## src/rtl/mips_run_controller.sv

```systemverilog
// mips_run_controller
// Holds the MIPS core in reset for RESET_CYCLES edges after system reset,
// then watches the commit stream and stops the core on halt, illegal PC,
// self-loop or cycle timeout, reporting a sticky done flag and status code.
module mips_run_controller #(
    parameter int                    PC_WIDTH       = 32,
    parameter int                    CNT_WIDTH      = 32,
    parameter int                    RESET_CYCLES   = 50,
    parameter int                    MAX_CYCLES     = 100000,
    parameter logic [31:0]           HALT_INSTR     = 32'h1000ffff,
    parameter logic [PC_WIDTH-1:0]   PC_BASE        = PC_WIDTH'(32'h00003000),
    parameter logic [PC_WIDTH-1:0]   PC_LIMIT       = PC_WIDTH'(32'h00004000),
    parameter int                    LOOP_THRESHOLD = 4
) (
    input  logic                 clk,
    input  logic                 reset,
    output logic                 core_reset,
    input  logic                 commit_valid,
    input  logic [PC_WIDTH-1:0]  commit_pc,
    input  logic [31:0]          commit_instr,
    output logic                 running,
    output logic                 done,
    output logic [2:0]           status,
    output logic [CNT_WIDTH-1:0] cycle_count,
    output logic [CNT_WIDTH-1:0] instr_count,
    output logic [PC_WIDTH-1:0]  last_pc
);

    localparam logic [1:0] ST_HOLD = 2'd0;
    localparam logic [1:0] ST_RUN  = 2'd1;
    localparam logic [1:0] ST_DONE = 2'd2;

    localparam logic [2:0] STS_NONE    = 3'd0;
    localparam logic [2:0] STS_HALT    = 3'd1;
    localparam logic [2:0] STS_RANGE   = 3'd2;
    localparam logic [2:0] STS_LOOP    = 3'd3;
    localparam logic [2:0] STS_TIMEOUT = 3'd4;

    localparam logic [31:0]          HOLD_LAST = 32'(RESET_CYCLES - 1);
    localparam logic [CNT_WIDTH-1:0] CYC_MAX   = CNT_WIDTH'(MAX_CYCLES);
    localparam logic [CNT_WIDTH-1:0] LOOP_THR  = CNT_WIDTH'(LOOP_THRESHOLD);
    localparam logic [CNT_WIDTH-1:0] CNT_ONE   = CNT_WIDTH'(1);

    // Counters stop at all-ones instead of wrapping back to zero.
    function automatic logic [CNT_WIDTH-1:0] sat_inc(input logic [CNT_WIDTH-1:0] v);
        return (&v) ? v : (v + CNT_ONE);
    endfunction

    logic [1:0]           r_state;
    logic [31:0]          r_hold_cnt;
    logic [CNT_WIDTH-1:0] r_cycle_cnt;
    logic [CNT_WIDTH-1:0] r_instr_cnt;
    logic [CNT_WIDTH-1:0] r_loop_cnt;
    logic [PC_WIDTH-1:0]  r_last_pc;
    logic [2:0]           r_status;

    logic [CNT_WIDTH-1:0] w_cycle_next;
    logic [CNT_WIDTH-1:0] w_instr_next;
    logic [CNT_WIDTH-1:0] w_loop_next;
    logic                 w_is_halt;
    logic                 w_out_range;
    logic                 w_self_loop;
    logic                 w_timeout;
    logic                 w_term;
    logic [2:0]           w_term_code;

    assign w_cycle_next = sat_inc(r_cycle_cnt);
    assign w_instr_next = sat_inc(r_instr_cnt);

    // A zero loop counter means no commit has been accepted yet, so the
    // reset value of last_pc must not be mistaken for a repeated PC.
    assign w_loop_next  = ((r_loop_cnt != '0) && (commit_pc == r_last_pc))
                          ? sat_inc(r_loop_cnt) : CNT_ONE;

    assign w_is_halt    = commit_valid && (commit_instr == HALT_INSTR);
    assign w_out_range  = commit_valid && ((commit_pc < PC_BASE) || (commit_pc >= PC_LIMIT));
    assign w_self_loop  = commit_valid && (w_loop_next == LOOP_THR);
    assign w_timeout    = (w_cycle_next == CYC_MAX);

    // Termination priority: halt, then PC range, then self-loop, then timeout.
    always_comb begin
        w_term      = 1'b1;
        w_term_code = STS_NONE;
        if (w_is_halt) begin
            w_term_code = STS_HALT;
        end else if (w_out_range) begin
            w_term_code = STS_RANGE;
        end else if (w_self_loop) begin
            w_term_code = STS_LOOP;
        end else if (w_timeout) begin
            w_term_code = STS_TIMEOUT;
        end else begin
            w_term      = 1'b0;
        end
    end

    // Run-control state machine with hold timer, counters and commit tracking.
    always_ff @(posedge clk or posedge reset) begin
        if (reset) begin
            r_state     <= ST_HOLD;
            r_hold_cnt  <= '0;
            r_cycle_cnt <= '0;
            r_instr_cnt <= '0;
            r_loop_cnt  <= '0;
            r_last_pc   <= '0;
            r_status    <= STS_NONE;
        end else begin
            case (r_state)
                ST_HOLD: begin
                    if (r_hold_cnt == HOLD_LAST) begin
                        r_state <= ST_RUN;
                    end else begin
                        r_hold_cnt <= r_hold_cnt + 32'd1;
                    end
                end
                ST_RUN: begin
                    r_cycle_cnt <= w_cycle_next;
                    if (commit_valid) begin
                        r_instr_cnt <= w_instr_next;
                        r_last_pc   <= commit_pc;
                        r_loop_cnt  <= w_loop_next;
                    end
                    if (w_term) begin
                        r_state  <= ST_DONE;
                        r_status <= w_term_code;
                    end
                end
                ST_DONE: begin
                    r_state <= ST_DONE;
                end
                default: begin
                    r_state <= ST_HOLD;
                end
            endcase
        end
    end

    assign core_reset  = (r_state != ST_RUN);
    assign running     = (r_state == ST_RUN);
    assign done        = (r_state == ST_DONE);
    assign status      = r_status;
    assign cycle_count = r_cycle_cnt;
    assign instr_count = r_instr_cnt;
    assign last_pc     = r_last_pc;

endmodule

```

## config.mk

```make
export PLATFORM = sky130hd
export DESIGN_NAME = mips_run_controller
export DESIGN_NICKNAME = d
export VERILOG_FILES = /design/src/rtl/mips_run_controller.sv
export SDC_FILE = /design/constraint.sdc
export NUM_CORES = 1
export LEC_CHECK = 0
export ABC_AREA = 0
export CORE_ASPECT_RATIO = 1.75
export CORE_MARGIN = 5
export CORE_UTILIZATION = 58
export DETAILED_ROUTE_END_ITERATION = 10
export GPL_TIMING_DRIVEN = 0
export PLACE_DENSITY = 0.9
export SYNTH_ARGS = -nofsm -noshare
export SYNTH_HDL_FRONTEND = slang
export SYNTH_SLANG_ARGS = --single-unit
```

## constraint.sdc

```tcl
create_clock -name clk -period 15.2 [get_ports clk]
set_clock_uncertainty 0.15 [all_clocks]
set_input_delay 1.52 -clock clk [delete_from_list [all_inputs] [get_ports clk]]
set_output_delay 1.52 -clock clk [all_outputs]
set_load 0.02 [all_outputs]
```

==> flow_results.org <==
** Run status
- The run finished with clean final reports.

** Pwr
- Power density over cell area :: 74.4 nW/um^2
- For this design the static power due to leakage is 5.29 nW.
- Total Power :: 914 uW
- The worst-case IR drop observed on VDD is 0.106 mV.

** GRT
- First-pass GRT wire length :: 50600 microns
- In the global route stage, overall resource usage came out at 33.0%.
- Entering global routing, the biggest net connects 123 pins.
- Global route total overflow :: 0
- For met3 alone, demand over resource in global routing was just over 6%.
- In the global route stage, met1 resource usage came out at 36.6%.
- In this run the most used layer during global routing was met2.
- Number of global-route vias before repair :: between 9000 and 10000
- The number of antenna violations at the first check in global routing was 0.
- For this run, global-route usage on met2 was measured as 57.9%.

** Worst setup path
- Data on the critical path is required at its endpoint by 15.38 ns.
- The worst register-to-register path ends at r_state[1].
- For the worst flop-to-flop path, the logic depth is 11.
- Type of the setup path with the least slack :: primary input to register
- Count of buffering cells on the critical path with inverters included :: 2
- Type of destination of the critical path :: register
- For flop-to-flop paths, the worst setup slack is 11.17 ns.
- Maximum fanout along the worst path :: 7
- The largest single stage delay on the critical path is a little over 0.5 ns.
- Critical path origin :: commit_pc[30]
- Startpoint of the worst register-to-register path :: r_loop_cnt[0]
- Master of the slowest instance on the critical path :: sky130_fd_sc_hd__clkdlybuf4s50_1
- Data arrives at the worst endpoint at 4.99 ns.
- The critical path runs through a total of 11 cells.
- Following the worst setup path forward leads to its endpoint at r_state[1].
- The worst setup path is launched from a primary input.
- The critical path goes through clkdlybuf4s50_1 > xor2_1 > nor4_1 > nand4_1 > or3_1 > clkbuf_1 > or3_1 > nor4_1 > a31o_2 > o31ai_2 > mux2_4.
- Family of cells with the greatest summed delay on the critical path :: simple AND/OR/NAND/NOR gates

** Timing
- Final critical delay including setup and external delays :: 4.81 ns
- Aggregate negative setup slack :: 0 ns
- Final number of hold-violating endpoints :: 0
- Final number of setup-violating endpoints :: 0
- Setup repair after global routing left no endpoint under its margin.
- The worst pin sits at a relative slew slack of around 33%.
- The final max-slew violation count came to 0.
- Period Utilization, post-route :: 31.6%
- Worst hold slack :: about 0.34 ns
- For this run, the top clock speed supported by timing is about 210 MHz.
- Slew at the pin with the worst max-slew slack :: 0.993 ns

** Synthesis
- Averaged over all synthesized cells, the footprint is 8.95 sq um.
- Arithmetic-cell share of the synthesized area counting full adders, half adders and majority gates :: 1.16%
- Number of cells produced by synthesis :: 1084
- Cell variety after synth :: 77
- For this run, the number of Yosys warnings is 0.
- Synth Area in Simple Gates :: 28.6%
- The synthesized netlist devotes 10.5% of its cell area to compound gates.
- Mapped Area :: 9710 sq um
- Multiplexer share of the synthesized area :: 0.490%
- Synthesized net count :: between 1000 and 1500
- Share of synthesized registers carrying an async set or reset :: 100%
- Most used DFF post-synth :: sky130_fd_sc_hd__dfrtp_1
- Xor/xnor cell area share of the yosys netlist :: around an eighth
- Dominant combinational cell family by area after synthesis :: simple AND/OR/NAND/NOR gates
- Sequential fraction of the synthesis area :: between 40 and 50%
- The synthesized design contains 165 register bits.
- Counting flops with a built-in enable in the synthesized netlist gives 0.

** Floorplanning
- The initial utilization of the core area, before any placement, comes to 59.0%.
- Core region area :: between 15000 and 20000 sq um
- Full die area :: approximately 20000 sq um
- The floorplan step set the die height to 181 microns.
- Floorplan row count :: 62
- For this design the top-level I/O count stands at 169.
- The floorplan step set the die width to 108 microns.

** Route
- In the routed layout, each cell is associated on average with a via count of roughly 6.3.
- Total vias in the final route :: around 9500
- The count of nets left with antenna violations once routing finished came out at 0.
- DRT iter0 DRCs :: 782
- Routed wirelength normalized by instance count :: 20.9 microns
- Drt first pass iters :: 7
- For this run, design rule violations remaining after detail routing come to 0.
- Summed over all layers, the routed wires come to 31600 microns.

** Finish
- Final design utilization :: about three quarters
- The library cell used most frequently in the layout, excluding fill and tap cells, is sky130_fd_sc_hd__nand2_1.
- Relative to the synthesized area, the layout overhead comes to 26.7%.
- Of the cells placed in the final design, the portion with a size suffix greater than 1 is 6.85%.
- Commonest cells after routing, fill and taps aside :: sky130_fd_sc_hd__nand2_1 (182), sky130_fd_sc_hd__clkdlybuf4s50_1 (168), sky130_fd_sc_hd__dfrtp_1 (165)
- For this run, the post-layout net count is 1348.
- # diodes :: 0
- Post-layout instance area :: about 12000 sq um
- Filler cells :: 1205

** Clocking
- Source-to-sink clock delay at the later pin of the worst-skew pair :: 0.44 ns
- Post-CTS Setup Bufs :: 0
- TritonCTS created 17 clock buffers.
- Clock tree from TritonCTS :: built
- Largest buffer count on any clock path :: 2
- Clock-pin slew was measured on the worst setup and hold paths at 0.07 ns.
- In this run the clock root is driven by a sky130_fd_sc_hd__clkbuf_16.
- CTS built an H-tree with a depth of 4.
- For this design, the sink count on the clock tree is 165.
- After clock tree synthesis, the flow added hold-fix buffers numbering 0.
- The number of gates resized after CTS was 0.

** Placement
- Placed instance area :: 11700 sq um
- The count of buffers added on input and output ports is 168.
- Final weighted congestion of routability-driven global placement :: 1.03
- Detailed placer's ending HPWL :: about 23000 microns

** Min path
- Path category of the worst min-delay check :: register to register

** Job
- Number of maximum-capacitance violations :: 0
-- how the worst min path moves through the flow --
| stage | endpoint | startpoint | slack (ns) | depth (start not counted) |
|---|---|---|---|---|
| 6_report | instr_count[5] | instr_count[5] | 0.34 | 1 |
| 5_1_grt | r_hold_cnt[5] | r_hold_cnt[5] | 0.36 | 1 |
| 4_1_cts | r_hold_cnt[17] | r_hold_cnt[17] | 0.35 | 1 |
| 3_5_place_dp | instr_count[5] | instr_count[5] | 0.33 | 1 |
| 3_3_place_gp | r_hold_cnt[5] | r_hold_cnt[5] | 0.31 | 1 |
| 2_1_floorplan | r_hold_cnt[5] | r_hold_cnt[5] | 0.30 | 1 |
-- worst register-to-register path: cells and delay by family, from the launching register on --
family	cells	cell delay, ns
simple gates	4	1.78
flops	1	0.44
compound gates	4	0.88
mux	1	0.32
fa+ha+maj	1	0.17
buf+inv	1	0.17
-- synth_stat cells (all sizes together) (4+ instances only) --
cell     number  area share [%]
nand2       182             7.0
a2111oi       4            0.50
clkbuf       37             1.4
o31ai        15             1.2
xor2         64             5.8
nand2b        8            0.52
nand3        57             3.0
xnor2        83             7.5
dfrtp       165              43
nand4        65             4.4
inv          16            0.62
or4           8            0.70
nor3         25             1.3
a311o         4            0.41
ha            9             1.2
nor4b         4            0.36
a31oi        11            0.71
nor2b         8            0.52
a31o          5            0.45
nand3b        4            0.31
and4         19             1.7
a211oi        5            0.39
o211ai        5            0.39
nor4         41             3.2
a21oi        23             1.2
buf          27             1.4
nor2         54             2.1
and3         30             1.9
or3          10            0.64
o21ai        54             2.8
-- layer usage --
| metal | vias up | wire length (microns) | part of all wire [%] |
|---|---|---|---|
| met1 | 4588 | 11100 | 35 |
| met4 | 0 | 1820 | 5.8 |
| li1 | 4269 | - | - |
| met3 | 123 | 2020 | 6.4 |
| met2 | 478 | 16600 | 53 |
| met5 | - | 0 | 0 |
-- cell families (layout without fill, tap and decap cells) --
kind of cell	count (synthesis)	in the layout
AND/OR/NAND/NOR	526	526
flip-flops	165	165
AO/OA/AOI/OAI	153	153
XOR/XNOR	147	147
buffers and inverters	80	281
adder cells (fa/ha/maj)	9	9
multiplexers	4	4
-- metrics by stage --
stage | setup slack, ns | std cells
floorplan | 9.07 | 1084
global placement | 6.87 | 1476
detailed placement | 10.04 | 1477
CTS | 10.42 | 1509
global route | 10.37 | 1509
finish | 10.39 | 1509
-- flip-flops by register name (all words and copies together) (netlist names) --
name         cells
cycle_count     32
last_pc         32
r_state          2
status           3
r_loop_cnt      32
instr_count     32
r_hold_cnt      32
-- final cells by class --
class	instances	area (sq um)	share of cell area [%]
multi-input cells	839	5250	42.7
clock buffers	19	453	3.68
repair buffers	169	1710	13.9
plain buffers	64	273	2.22
flip-flops and latches	165	4130	33.6
clock inverters	13	138	1.12
well taps	224	280	2.28
inverters	16	67.6	0.550
-- where the power goes --
part | switching [mW] | internal (mW) | total (mW) | leakage [nW]
combinational | 0.0179 | 0.0187 | 0.0366 | 2.72
sequential | 0.0000820 | 0.439 | 0.439 | 2.27
clock | 0.198 | 0.240 | 0.439 | 0.291
Power figures use the tool's default switching activity.
